===== config.mk =====
export PLATFORM = sky130hd
export DESIGN_NAME = mem_watch_monitor
export DESIGN_NICKNAME = d
export VERILOG_FILES = /design/src/rtl/mem_watch_pkg.sv /design/src/rtl/mem_watch_chan.sv /design/src/rtl/mem_watch_monitor.sv
export SDC_FILE = /design/constraint.sdc
export NUM_CORES = 1
export LEC_CHECK = 0
export CAP_MARGIN = 20
export CORE_MARGIN = 2
export CORE_UTILIZATION = 25
export DETAILED_ROUTE_END_ITERATION = 8
export SLEW_MARGIN = 25
export SYNTH_ARGS = -nofsm -noshare
export SYNTH_HDL_FRONTEND = slang
export SYNTH_SLANG_ARGS = --single-unit

===== constraint.sdc =====
create_clock -name clk -period 7 [get_ports clk]
set_input_delay 1.05 -clock clk [delete_from_list [all_inputs] [get_ports clk]]
set_output_delay 1.05 -clock clk [all_outputs]
set_load 0.005 [all_outputs]

===== src/rtl/mem_watch_pkg.sv =====
// Shared definitions for the memory watch monitor: FSM state encoding
// and the default counter width.
package mem_watch_pkg;

    typedef enum logic [1:0] {
        ST_DISARMED = 2'd0,
        ST_ARMED    = 2'd1,
        ST_STOPPED  = 2'd2
    } watch_state_e;

    localparam int CNT_W_DEFAULT = 32;

endpackage


===== src/rtl/mem_watch_chan.sv =====
// One monitored bus channel: saturating read/write access counters and the
// watchpoint compare for this channel.
// Optional feature: WATCH_DATA_EN adds a per-byte write-data compare.
module mem_watch_chan
    import mem_watch_pkg::*;
#(
    parameter int ADDR_W = 13,
    parameter int DATA_W = 32,
    parameter int CNT_W  = CNT_W_DEFAULT
) (
    input  logic                clk,
    input  logic                reset,
    input  logic                clr,
    input  logic                valid,
    input  logic [ADDR_W-1:0]   addr,
    input  logic [DATA_W/8-1:0] wstrb,
    input  logic [DATA_W-1:0]   wdata,
    input  logic                armed,
    input  logic [ADDR_W-1:0]   cfg_wp_addr,
    input  logic [ADDR_W-1:0]   cfg_wp_mask,
    input  logic                cfg_wp_wr,
`ifdef WATCH_DATA_EN
    input  logic [DATA_W-1:0]   cfg_wp_data,
    input  logic [DATA_W/8-1:0] cfg_wp_bmask,
`endif
    output logic [CNT_W-1:0]    rd_cnt,
    output logic [CNT_W-1:0]    wr_cnt,
    output logic                match
);

    logic [CNT_W-1:0] rd_cnt_q, rd_cnt_d;
    logic [CNT_W-1:0] wr_cnt_q, wr_cnt_d;
    logic             is_wr;
    logic             addr_ok;
    logic             data_ok;

    // Counters stick at all-ones instead of wrapping.
    function automatic logic [CNT_W-1:0] sat_inc(input logic [CNT_W-1:0] v);
        return (&v) ? v : v + 1'b1;
    endfunction

    assign is_wr   = |wstrb;
    assign addr_ok = ((addr ^ cfg_wp_addr) & cfg_wp_mask) == '0;

`ifdef WATCH_DATA_EN
    // Data qualifier: every byte both written and selected must equal the watch data.
    always_comb begin
        data_ok = 1'b1;
        for (int b = 0; b < DATA_W/8; b++) begin
            if (wstrb[b] && cfg_wp_bmask[b] && (wdata[b*8 +: 8] != cfg_wp_data[b*8 +: 8]))
                data_ok = 1'b0;
        end
    end
`else
    logic unused_wdata;
    assign unused_wdata = ^wdata;
    assign data_ok      = 1'b1;
`endif

    assign match = armed && valid && (is_wr == cfg_wp_wr) && addr_ok && data_ok;

    // Next counter values; clr wins over a same-cycle access.
    always_comb begin
        rd_cnt_d = rd_cnt_q;
        wr_cnt_d = wr_cnt_q;
        if (clr) begin
            rd_cnt_d = '0;
            wr_cnt_d = '0;
        end else if (valid) begin
            if (is_wr) wr_cnt_d = sat_inc(wr_cnt_q);
            else       rd_cnt_d = sat_inc(rd_cnt_q);
        end
    end

    // Counter registers.
    always_ff @(posedge clk) begin
        if (reset) begin
            rd_cnt_q <= '0;
            wr_cnt_q <= '0;
        end else begin
            rd_cnt_q <= rd_cnt_d;
            wr_cnt_q <= wr_cnt_d;
        end
    end

    assign rd_cnt = rd_cnt_q;
    assign wr_cnt = wr_cnt_q;

endmodule


===== src/rtl/mem_watch_monitor.sv =====
// Memory bus watch monitor: per-channel access counters plus one address
// watchpoint with hit reporting and an optional hit-count stop.
// Optional feature: WATCH_DATA_EN adds cfg_wp_data/cfg_wp_bmask data matching.
module mem_watch_monitor
    import mem_watch_pkg::*;
#(
    parameter int N_CH   = 2,
    parameter int ADDR_W = 13,
    parameter int DATA_W = 32,
    parameter int CNT_W  = CNT_W_DEFAULT,
    localparam int HCH_W = (N_CH > 1) ? $clog2(N_CH) : 1
) (
    input  logic                       clk,
    input  logic                       reset,
    input  logic [N_CH-1:0]            mon_valid,
    input  logic [N_CH*ADDR_W-1:0]     mon_addr,
    input  logic [N_CH*DATA_W/8-1:0]   mon_wstrb,
    input  logic [N_CH*DATA_W-1:0]     mon_wdata,
    input  logic                       cfg_en,
    input  logic [ADDR_W-1:0]          cfg_wp_addr,
    input  logic [ADDR_W-1:0]          cfg_wp_mask,
    input  logic                       cfg_wp_wr,
    input  logic [CNT_W-1:0]           cfg_hit_limit,
`ifdef WATCH_DATA_EN
    input  logic [DATA_W-1:0]          cfg_wp_data,
    input  logic [DATA_W/8-1:0]        cfg_wp_bmask,
`endif
    input  logic                       clr,
    output logic [N_CH*CNT_W-1:0]      rd_cnt,
    output logic [N_CH*CNT_W-1:0]      wr_cnt,
    output logic                       hit,
    output logic [HCH_W-1:0]           hit_ch,
    output logic [ADDR_W-1:0]          hit_addr,
    output logic [CNT_W-1:0]           hit_cnt,
    output logic                       stop
);

    localparam int SB = DATA_W/8;

    watch_state_e      state_q, state_d;
    logic              hit_q, hit_d;
    logic [HCH_W-1:0]  hit_ch_q, hit_ch_d;
    logic [ADDR_W-1:0] hit_addr_q, hit_addr_d;
    logic [CNT_W-1:0]  hit_cnt_q, hit_cnt_d;
    logic [N_CH-1:0]   match;
    logic              armed;

    function automatic logic [CNT_W-1:0] sat_inc(input logic [CNT_W-1:0] v);
        return (&v) ? v : v + 1'b1;
    endfunction

    assign armed = (state_q == ST_ARMED);

    for (genvar k = 0; k < N_CH; k++) begin : g_ch
        mem_watch_chan #(
            .ADDR_W(ADDR_W),
            .DATA_W(DATA_W),
            .CNT_W (CNT_W)
        ) u_chan (
            .clk         (clk),
            .reset       (reset),
            .clr         (clr),
            .valid       (mon_valid[k]),
            .addr        (mon_addr[k*ADDR_W +: ADDR_W]),
            .wstrb       (mon_wstrb[k*SB +: SB]),
            .wdata       (mon_wdata[k*DATA_W +: DATA_W]),
            .armed       (armed),
            .cfg_wp_addr (cfg_wp_addr),
            .cfg_wp_mask (cfg_wp_mask),
            .cfg_wp_wr   (cfg_wp_wr),
`ifdef WATCH_DATA_EN
            .cfg_wp_data (cfg_wp_data),
            .cfg_wp_bmask(cfg_wp_bmask),
`endif
            .rd_cnt      (rd_cnt[k*CNT_W +: CNT_W]),
            .wr_cnt      (wr_cnt[k*CNT_W +: CNT_W]),
            .match       (match[k])
        );
    end

    // Hit capture (lowest matching channel wins) and watch FSM next state.
    always_comb begin
        state_d    = state_q;
        hit_d      = 1'b0;
        hit_ch_d   = hit_ch_q;
        hit_addr_d = hit_addr_q;
        hit_cnt_d  = hit_cnt_q;

        for (int k = N_CH - 1; k >= 0; k--) begin
            if (match[k]) begin
                hit_ch_d   = HCH_W'(k);
                hit_addr_d = mon_addr[k*ADDR_W +: ADDR_W];
            end
        end
        if (|match) begin
            hit_d     = 1'b1;
            hit_cnt_d = sat_inc(hit_cnt_q);
        end

        case (state_q)
            ST_DISARMED: if (cfg_en) state_d = ST_ARMED;
            ST_ARMED: begin
                if ((|match) && (cfg_hit_limit != '0) && (hit_cnt_d == cfg_hit_limit))
                    state_d = ST_STOPPED;
                else if (!cfg_en)
                    state_d = ST_DISARMED;
            end
            ST_STOPPED:  state_d = ST_STOPPED;
            default:     state_d = ST_DISARMED;
        endcase

        if (clr) begin
            state_d    = ST_DISARMED;
            hit_d      = 1'b0;
            hit_ch_d   = '0;
            hit_addr_d = '0;
            hit_cnt_d  = '0;
        end
    end

    // FSM and hit report registers.
    always_ff @(posedge clk) begin
        if (reset) begin
            state_q    <= ST_DISARMED;
            hit_q      <= 1'b0;
            hit_ch_q   <= '0;
            hit_addr_q <= '0;
            hit_cnt_q  <= '0;
        end else begin
            state_q    <= state_d;
            hit_q      <= hit_d;
            hit_ch_q   <= hit_ch_d;
            hit_addr_q <= hit_addr_d;
            hit_cnt_q  <= hit_cnt_d;
        end
    end

    assign hit      = hit_q;
    assign hit_ch   = hit_ch_q;
    assign hit_addr = hit_addr_q;
    assign hit_cnt  = hit_cnt_q;
    assign stop     = (state_q == ST_STOPPED);

endmodule


After elaboration in Yosys (flattened, before gate mapping)
Index checks and enable logic that the tools add are counted.
{"block": "totals", "wordCells": 68, "register_bits": 177}
{"block": "classes", "n_mux": 9, "addsub": 5, "bitwise_logic": 10, "n_reduce_logical": 28, "eq_ne": 7}
{"op": "$add A32 B1 Y32 const B", "n": 5}
{"op": "$reduce_and A32 Y1", "n": 5}
{"op": "$mux W32", "n": 2}
{"op": "$eq A32 B32 Y1", "n": 1}
{"op": "$reduce_bool A32 Y1", "n": 1}
{"op": "$and A13 B13 Y13", "n": 2}
{"op": "$logic_not A13 Y1", "n": 2}
{"op": "$mux W13", "n": 2}
{"op": "$xor A13 B13 Y13", "n": 2}
{"op": "$reduce_and A3 Y1", "n": 4}
{"op": "$logic_and A1 B1 Y1", "n": 8}
{"op": "$reduce_or A4 Y1", "n": 2}
{"op": "$mux W2", "n": 3}
{"op": "$not A1 Y1", "n": 6}
{"op": "$pmux W2 S3", "n": 1}
{"op": "$reduce_or A2 Y1", "n": 2}
{"op": "$ne A3 B3 Y1 const B", "n": 1}
{"op": "$reduce_or A3 Y1", "n": 1}
{"op": "$eq A1 B1 Y1", "n": 2}
{"op": "$eq A2 B1 Y1 const B", "n": 1}
{"op": "$eq A2 B2 Y1 const B", "n": 1}
{"op": "$logic_not A2 Y1", "n": 1}
{"op": "$ne A2 B2 Y1 const B", "n": 1}
{"op": "$reduce_and A2 Y1", "n": 1}
{"op": "2 further kinds", "n": 2}

Logic depth before layout (Yosys ltp)
Gate-level depths: netlist (run 1).
{"block": "depth", "ltp_word": 10, "mapped_depth": 13}

Cells and area by module
A second synthesis (run 1) with hierarchy kept.
{"block": "hier_totals", "hier_cells": 1310, "hier_area_um2": 10811.6}
{"module": "mem_watch_chan", "area_per_inst_um2": 3563.4, "seq_area_each_um2": 1281.2, "n_inst": 2, "cells_per_inst": 423}
{"module": "mem_watch_monitor", "area_per_inst_um2": 3684.8, "seq_area_each_um2": 980.9, "n_inst": 1, "cells_per_inst": 464}

Worst setup path after synthesis (run 1)
OpenSTA, ideal clock, no wires.
{"block": "synth_timing", "kind": "input -> register", "start": "in mon_wstrb[5]", "end": "reg state_q[0]", "arrival_time_ps": 3243, "slack_ps": 3628, "cell_stages": 12, "path_cell_list": "nor4_4 a2bb2oi_1 nand4_1 nor2_4 buf_6 nor2_1 a2111oi_2 o22ai_1 a2111oi_0 and4_1 nand4_1 nor4b_2"}
{"block": "synth_between", "elab_chain_cells": 10, "elab_cells_between_ends": 13}
{"item": "start: declaration", "line_no": "mem_watch_monitor.sv:17", "source": "input logic [N_CH*DATA_W/8-1:0] mon_wstrb,"}
{"item": "$reduce_or A4 Y1 *", "line_no": "mem_watch_chan.sv:42", "source": "assign is_wr = |wstrb;"}
{"item": "$eq A1 B1 Y1 *", "line_no": "mem_watch_chan.sv:60", "source": "assign match = armed && valid && (is_wr == cfg_wp_wr) && addr_ok && data_ok;"}
{"item": "$logic_and A1 B1 Y1 * (2 in a row)", "line_no": "mem_watch_chan.sv:60"}
{"item": "$reduce_or A2 Y1 *", "line_no": "mem_watch_monitor.sv:95, mem_watch_monitor.sv:103"}
{"item": "$mux W32", "line_no": "mem_watch_monitor.sv:95", "source": "if (|match) begin"}
{"item": "$eq A32 B32 Y1", "line_no": "mem_watch_monitor.sv:103", "source": "if ((|match) && (cfg_hit_limit != '0) && (hit_cnt_d == cfg_hit_limit))"}
{"item": "$logic_and A1 B1 Y1 *", "line_no": "mem_watch_monitor.sv:103"}
{"item": "$mux W2 / $ne A3 B3 Y1 (equally long branches)"}
{"item": "$pmux W2 S3 / $reduce_and A2 Y1 (equally long branches)"}
{"item": "end signal: assignment", "line_no": "mem_watch_monitor.sv:130", "source": "state_q <= state_d;"}
{"item": "end: declaration", "line_no": "mem_watch_monitor.sv:40", "source": "watch_state_e state_q, state_d;"}
Mark *: on every way between the ends. The rest lies on a longest branch, timed or not.
A chain may end at the register's enable or synchronous reset.

Final worst setup path (run 1)
Same ends and word-level chain as after synthesis.

==> metrics.yaml, run 1 <==
routing:
  ant_nets: 0
  first_iter_violations: 534
  drtPass1Iterations: 5
  route.detailed.drc: 0
  routed_wirelength_um: 31400
  dr_total_vias: 8998
  wl_per_cell_um: 16.4
  via_per_inst: 4.70
yosys:
  syn_nets: 1300
  synth-seq-area-share_pct: 37.6
  synthAdderAreaFrac_pct: 0.664
  yosysTopAreaCell: "dfxtp_1"
  syn_inst: 1132
  synth_seq_cells: 177
  synth_warnings: 0
  synthFlopType: "dfxtp_1"
  postSynthAreaPerCell_um2: 8.33
  synth_compound_area_share_pct: 10.2
  synth_top_family_by_area: "simple AND/OR/NAND/NOR gates"
  synth_top_area_share_pct: 37.6
  synth_xor_area_share_pct: 17.5
  syn_area_mm2: 0.00943
  synthMuxAreaShare_pct: 2.47
  async_reset_ff_share_pct: 0
  synth_area_leaders: "dfxtp_1, xor2_1, nor2_1"
  yosys.area_share.simple_pct: 28.7
  synth_edf_count: 0
  ys_types: 76
layout:
  area_growth_syn_to_layout_pct: 40.9
  final_area_mm2: 0.0133
  fin_cells: 1913
  final_common_cell: "clkdlybuf4s50_1"
  num_antenna_cells: 0
  final_cell_mix: "clkdlybuf4s50_1, nor2_1, dfxtp_1"
  nets: 1557
  drive_gt1_share_pct: 4.99
global_route:
  grtUsageMet3_pct: 4.62
  track_usage_pct: 16.1
  antenna_found_initial: 1
  grt_first_pass_wirelength_um: 49300
  grt_busiest_layer: "met2"
  gr-usage-met2_pct: 25.8
  grt_pass1_vias: 8905
  grt_remaining_overflow: 0
  grtUsageMet1_pct: 20.5
  grt_max_degree: 69
clock_tree:
  holdBufCountCts: 0
  cts_max_level: 4
  clockBufferDepth: 2
  clkLatencyLatePin_ps: 450
  cts.sinks: 177
  cts_resized: 0
  cts_tree: "yes"
  cts_buffers: 17
  cts_setup_buffers: 0
  cts.clk_slew.worst_paths_ps: 70
  cts-root-buf: "clkbuf_16"
placement:
  port_buffers: 274
  placedCellCount: 1881
  hpwlAfterDp_um: 23900
  gp_congestion: 0.854
  placed_cell_area_mm2: 0.0126
setup_path:
  required_ps: 7310
  reg2reg_from: "hit_cnt[0]"
  rrSetupSlack_ps: 3100
  endpoint: "state_q[0]"
  arrival_ps: 4780
  crit_fanout: 18
  path_class: "primary input to flop"
  r2r-end: "state_q[0]"
  r2r_cells: 12
  critPathLaunch: "mon_wstrb[5]"
  crit_path_end_kind: "flop"
  worst_setup_path_start_kind: "primary input"
die:
  die_area_mm2: 0.0393
  rows: 71
  core-area_mm2: 0.0374
  start_util_pct: 25.2
  fp.dieW_um: 198
  pin_count: 339
  die_h_um: 198
timing:
  rsz0062_at_grt: "no"
  setup_viol: 0
  final_max_slew_viol_count: 0
  finalCriticalPeriod_ps: 4470
  tns_ps: 0
  fin_crit_sh_pct: 63.8
  max_freq_mhz: 224
  finalHoldViolCount: 0
  skew_ps: 10.4
  worst_pin_slew_ps: 728
  relSlewSlack_pct: 51.5
power_and_ir_drop:
  power.leakage_nw: 4.30
  p_per_area_mw_per_mm2: 167
  ir_worst_vdd_v: 0.000167
outcome:
  status: "completed"
job:
  max_cap_violations: 0
min_path:
  hold_path.class: "flop to flop"
where the power goes:
part	internal (mW)	switching [mW]
Clock	0.587	0.462
Sequential	1.01	0.00136
Combinational	0.0817	0.0837
Total	1.68	0.547
metrics by stage:
step	setup slack (ps)	total power [mW]	hold slack, ps	utilization [%]
after global routing	2140	2.32	502	35.5
after floorplan	3630	1.10	441	-
after detailed placement	1980	1.20	470	33.8
after global placement	2030	1.20	465	33.8
final	2530	2.22	487	35.5
after CTS	2470	2.26	489	35.5
metal layers:
| metal | routed length (um) | part of all wire [%] |
|---|---|---|
| met1 | 14100 | 45 |
| met2 | 14500 | 46 |
| met3 | 1950 | 6.2 |
| met4 | 814 | 2.6 |
| met5 | 16 | 0.051 |
cells in the mapped netlist (all sizes together), types with 3 or more instances:
library cell / number
nor2: 209
dfxtp: 177
xor2: 132
nand2: 73
nand3: 63
xnor2: 54
a21oi: 51
nand4: 42
o21ai: 40
or3: 29
a22oi: 26
nor3: 24
and3: 23
clkbuf: 23
mux2i: 21
nor4: 19
inv: 18
buf: 17
and4: 15
and2: 8
nand2b: 7
ha: 5
nor2b: 5
nand3b: 4
or2: 4
a211oi: 3
a2bb2oi: 3
a31oi: 3
o211ai: 3
state kept, by name (all words and copies together), names as in the netlist:
register / flops
g_ch.u_chan.rd_cnt: 64
g_ch.u_chan.wr_cnt: 64
hit_cnt: 32
hit_ch: 1
state_q: 2
hit: 1
hit_addr: 13
how the worst min path moves through the flow:
stage	startpoint	endpoint	slack (ps)	depth (start not counted)
floorplan	state_q[1]	state_q[0]	440	1
global placement	state_q[1]	state_q[0]	470	1
detailed placement	state_q[1]	state_q[0]	470	1
CTS	state_q[1]	state_q[0]	490	1
global route	state_q[1]	state_q[0]	500	1
finish	state_q[1]	state_q[0]	490	1
layout make-up:
cell class	instances	area (um^2)
Clock buffer	18	439
Timing Repair Buffer	278	2770
Clock inverter	14	191
Fill cell	3898	24100
Inverter	18	67.6
Sequential cell	177	3540
Multi-Input combinational cell	897	5630
Tap cell	511	639
logic make-up (layout without fill, tap and decap cells):
group                    after synthesis  in the layout
AND/OR/NAND/NOR                      533            533
XOR/XNOR                             187            187
adder cells (fa/ha/maj)                5              5
multiplexers                          23             23
buffers and inverters                 58            328
AO/OA/AOI/OAI                        149            149
flip-flops                           177            177
critical path, stage by stage:
cell and delay (ps):
clkdlybuf4s50_1 460, nor4_4 410, a2bb2oi_1 180, nand4_1 150, nor2_4 410, buf_4 370, o21ai_2 200, or3_1 440
xor2_1 180, xnor2_1 140, nor4_1 260, nand4_1 280, nor4b_2 240
(Power assumes the default switching activity.)
==> inputs of run 2 (changes only) <==
- clock period: 7 -> 4.4 ns (I/O delays scaled with it)
==> metrics.yaml, run 2 (synthesis results as in run 1) <==
outcome:
  status: "completed"
timing:
  finalHoldViolCount: 0  # unchanged
  tns_ps: 0  # unchanged
  rsz0062_at_grt: "no"
  skew_ps: 13.4  # +3.02 ps
  final_max_slew_viol_count: 0  # unchanged
  max_freq_mhz: 258
  fin_crit_sh_pct: 87.9
  relSlewSlack_pct: 57.6  # +6.2 points
  worst_pin_slew_ps: 636  # -92.4 ps
  setup_viol: 0  # unchanged
  finalCriticalPeriod_ps: 3870
job:
  max_cap_violations: 0  # unchanged
clock_tree:
  clkLatencyLatePin_ps: 440  # about the same
  cts_tree: "yes"
  clockBufferDepth: 2  # unchanged
  cts_resized: 0  # unchanged
  cts.clk_slew.worst_paths_ps: 70  # about the same
  cts_max_level: 4  # unchanged
  cts.sinks: 177  # unchanged
  cts-root-buf: "clkbuf_16"
  cts_setup_buffers: 0  # unchanged
  holdBufCountCts: 0  # unchanged
  cts_buffers: 17  # unchanged
power_and_ir_drop:
  p_per_area_mw_per_mm2: 256  # +53%
  ir_worst_vdd_v: 0.000260  # +55%
  power.leakage_nw: 4.35  # +1.3%
global_route:
  grt_remaining_overflow: 0  # unchanged
  grt_pass1_vias: 8851  # -0.61%
  grt_max_degree: 97  # +41%
  antenna_found_initial: 0  # -1
  grt_first_pass_wirelength_um: 48400  # -1.9%
  track_usage_pct: 15.8  # -0.34 points
routing:
  route.detailed.drc: 0  # unchanged
  ant_nets: 0  # unchanged
  first_iter_violations: 479  # -10%
  routed_wirelength_um: 31200  # -0.63%
  drtPass1Iterations: 5  # unchanged
  wl_per_cell_um: 16.2  # -1.4%
  via_per_inst: 4.73  # +0.62%
  dr_total_vias: 9125  # +1.4%
setup_path:
  crit_fanout: 14  # -4
  worst_setup_path_start_kind: "primary input"
  critPathSlowestCell: "nor4_4"
  critPathTopFamily: "simple AND/OR/NAND/NOR gates"
  path_class: "primary input to flop"
  r2r_cells: 13  # +1
  crit_path_end_kind: "flop"
  arrival_ps: 4180  # -600 ps
  cp.depth: 12  # -1
  required_ps: 4710  # -2600 ps
  crit_path_frequent_cell: "nand4_1"
  path_cells: "clkdlybuf4s50_1 > nor4_4 > xor2_1 > nand4_1 > nor2_4 > o211ai_1 > nand3b_1 > o31ai_1 > a2111oi_0 > and4_1 > nand4_1 > nor4b_2"
  crit_buf_inv: 1  # -1
  max_stage_delay_ps: 470  # about the same
die:
  fp.dieW_um: 198  # unchanged
  start_util_pct: 25.2  # unchanged
  rows: 71  # unchanged
  die_area_mm2: 0.0393  # unchanged
  pin_count: 339  # unchanged
  die_h_um: 198  # unchanged
  core-area_mm2: 0.0374  # unchanged
placement:
  placed_cell_area_mm2: 0.0128  # +1.0%
  gp_congestion: 0.886  # +3.8%
  port_buffers: 274  # unchanged
  hpwlAfterDp_um: 23900  # +0.21%
layout:
  area_growth_syn_to_layout_pct: 41.8
  nets: 1573  # +1.0%
  final_cell_mix: "clkdlybuf4s50_1, nor2_1, dfxtp_1"
  final_common_cell: "clkdlybuf4s50_1"
  final_area_mm2: 0.0134  # +0.65%
  num_antenna_cells: 0  # unchanged
  nFillCells: 3882  # -0.41%
  drive_gt1_share_pct: 5.86  # +0.86 points
min_path:
  hold_path.class: "flop to flop"
  hold_depth: 2  # +1
run 2: worst register-to-register path: stages (launching register included):
cell	delay, ps
dfxtp_1	420
ha_1	270
nand3_1	240
nor3_2	410
and3_1	520
nor2_1	120
o21ai_2	90
buf_4	170
nor2_1	60
nor4_1	410
nand4_1	150
nor4_1	310
nand4_1	300
nor4b_2	260
run 2: area by class of cell:
cell class | instances | area, um^2 | share of cell area [%]
tap | 511 | 639 | 4.78
inverter | 18 | 67.6 | 0.506
clock buffer | 19 | 433 | 3.24
sequential | 177 | 3540 | 26.5
timing repair buffer | 294 | 2910 | 21.7
multi-input combinational | 897 | 5630 | 42.1
clock inverter | 12 | 151 | 1.13
run 2: per-stage QoR:
stage               std cells  power (mW)  util, %  worst slack, ps  hold slack [ps]
global route             1928        3.56     35.7              290              521
CTS                      1928        3.48     35.7              556              493
global placement         1897        1.91     34.2              155              465
floorplan                1132        1.75        -             1420              441
finish                   1928        3.42     35.7              530              490
detailed placement       1897        1.90     34.2             94.5              477
run 2: path summary, 6_finish.rpt:
kind / start / to / slack (ps)
worst max-delay path: mon_wstrb[1] / state_q[0] / 530
worst min-delay path: hit_ch / hit_ch / 490
worst max register to register: hit_cnt[1] / state_q[0] / 540
worst min register to register: hit_ch / hit_ch / 490
run 2: power breakdown:
| part | internal [mW] | switching (mW) |
|---|---|---|
| Sequential | 1.60 | 0.00215 |
| Combinational | 0.132 | 0.132 |
| Clock | 0.850 | 0.700 |
| Total | 2.58 | 0.835 |
run 2: routing by layer:
layer  track usage [%]  vias up  wire length, um
met4              4.71        0              611
met1              20.4     4348            14200
met2              25.5      233            14500
li1                  -     4502                -
met3              4.29       42             1850
met5                 0        -                0
==> inputs of run 3 (changes only) <==
- CAP_MARGIN: 20 -> default
==> results of run 3 <==
Final layout, timing and power as in run 2 (identical DEF).
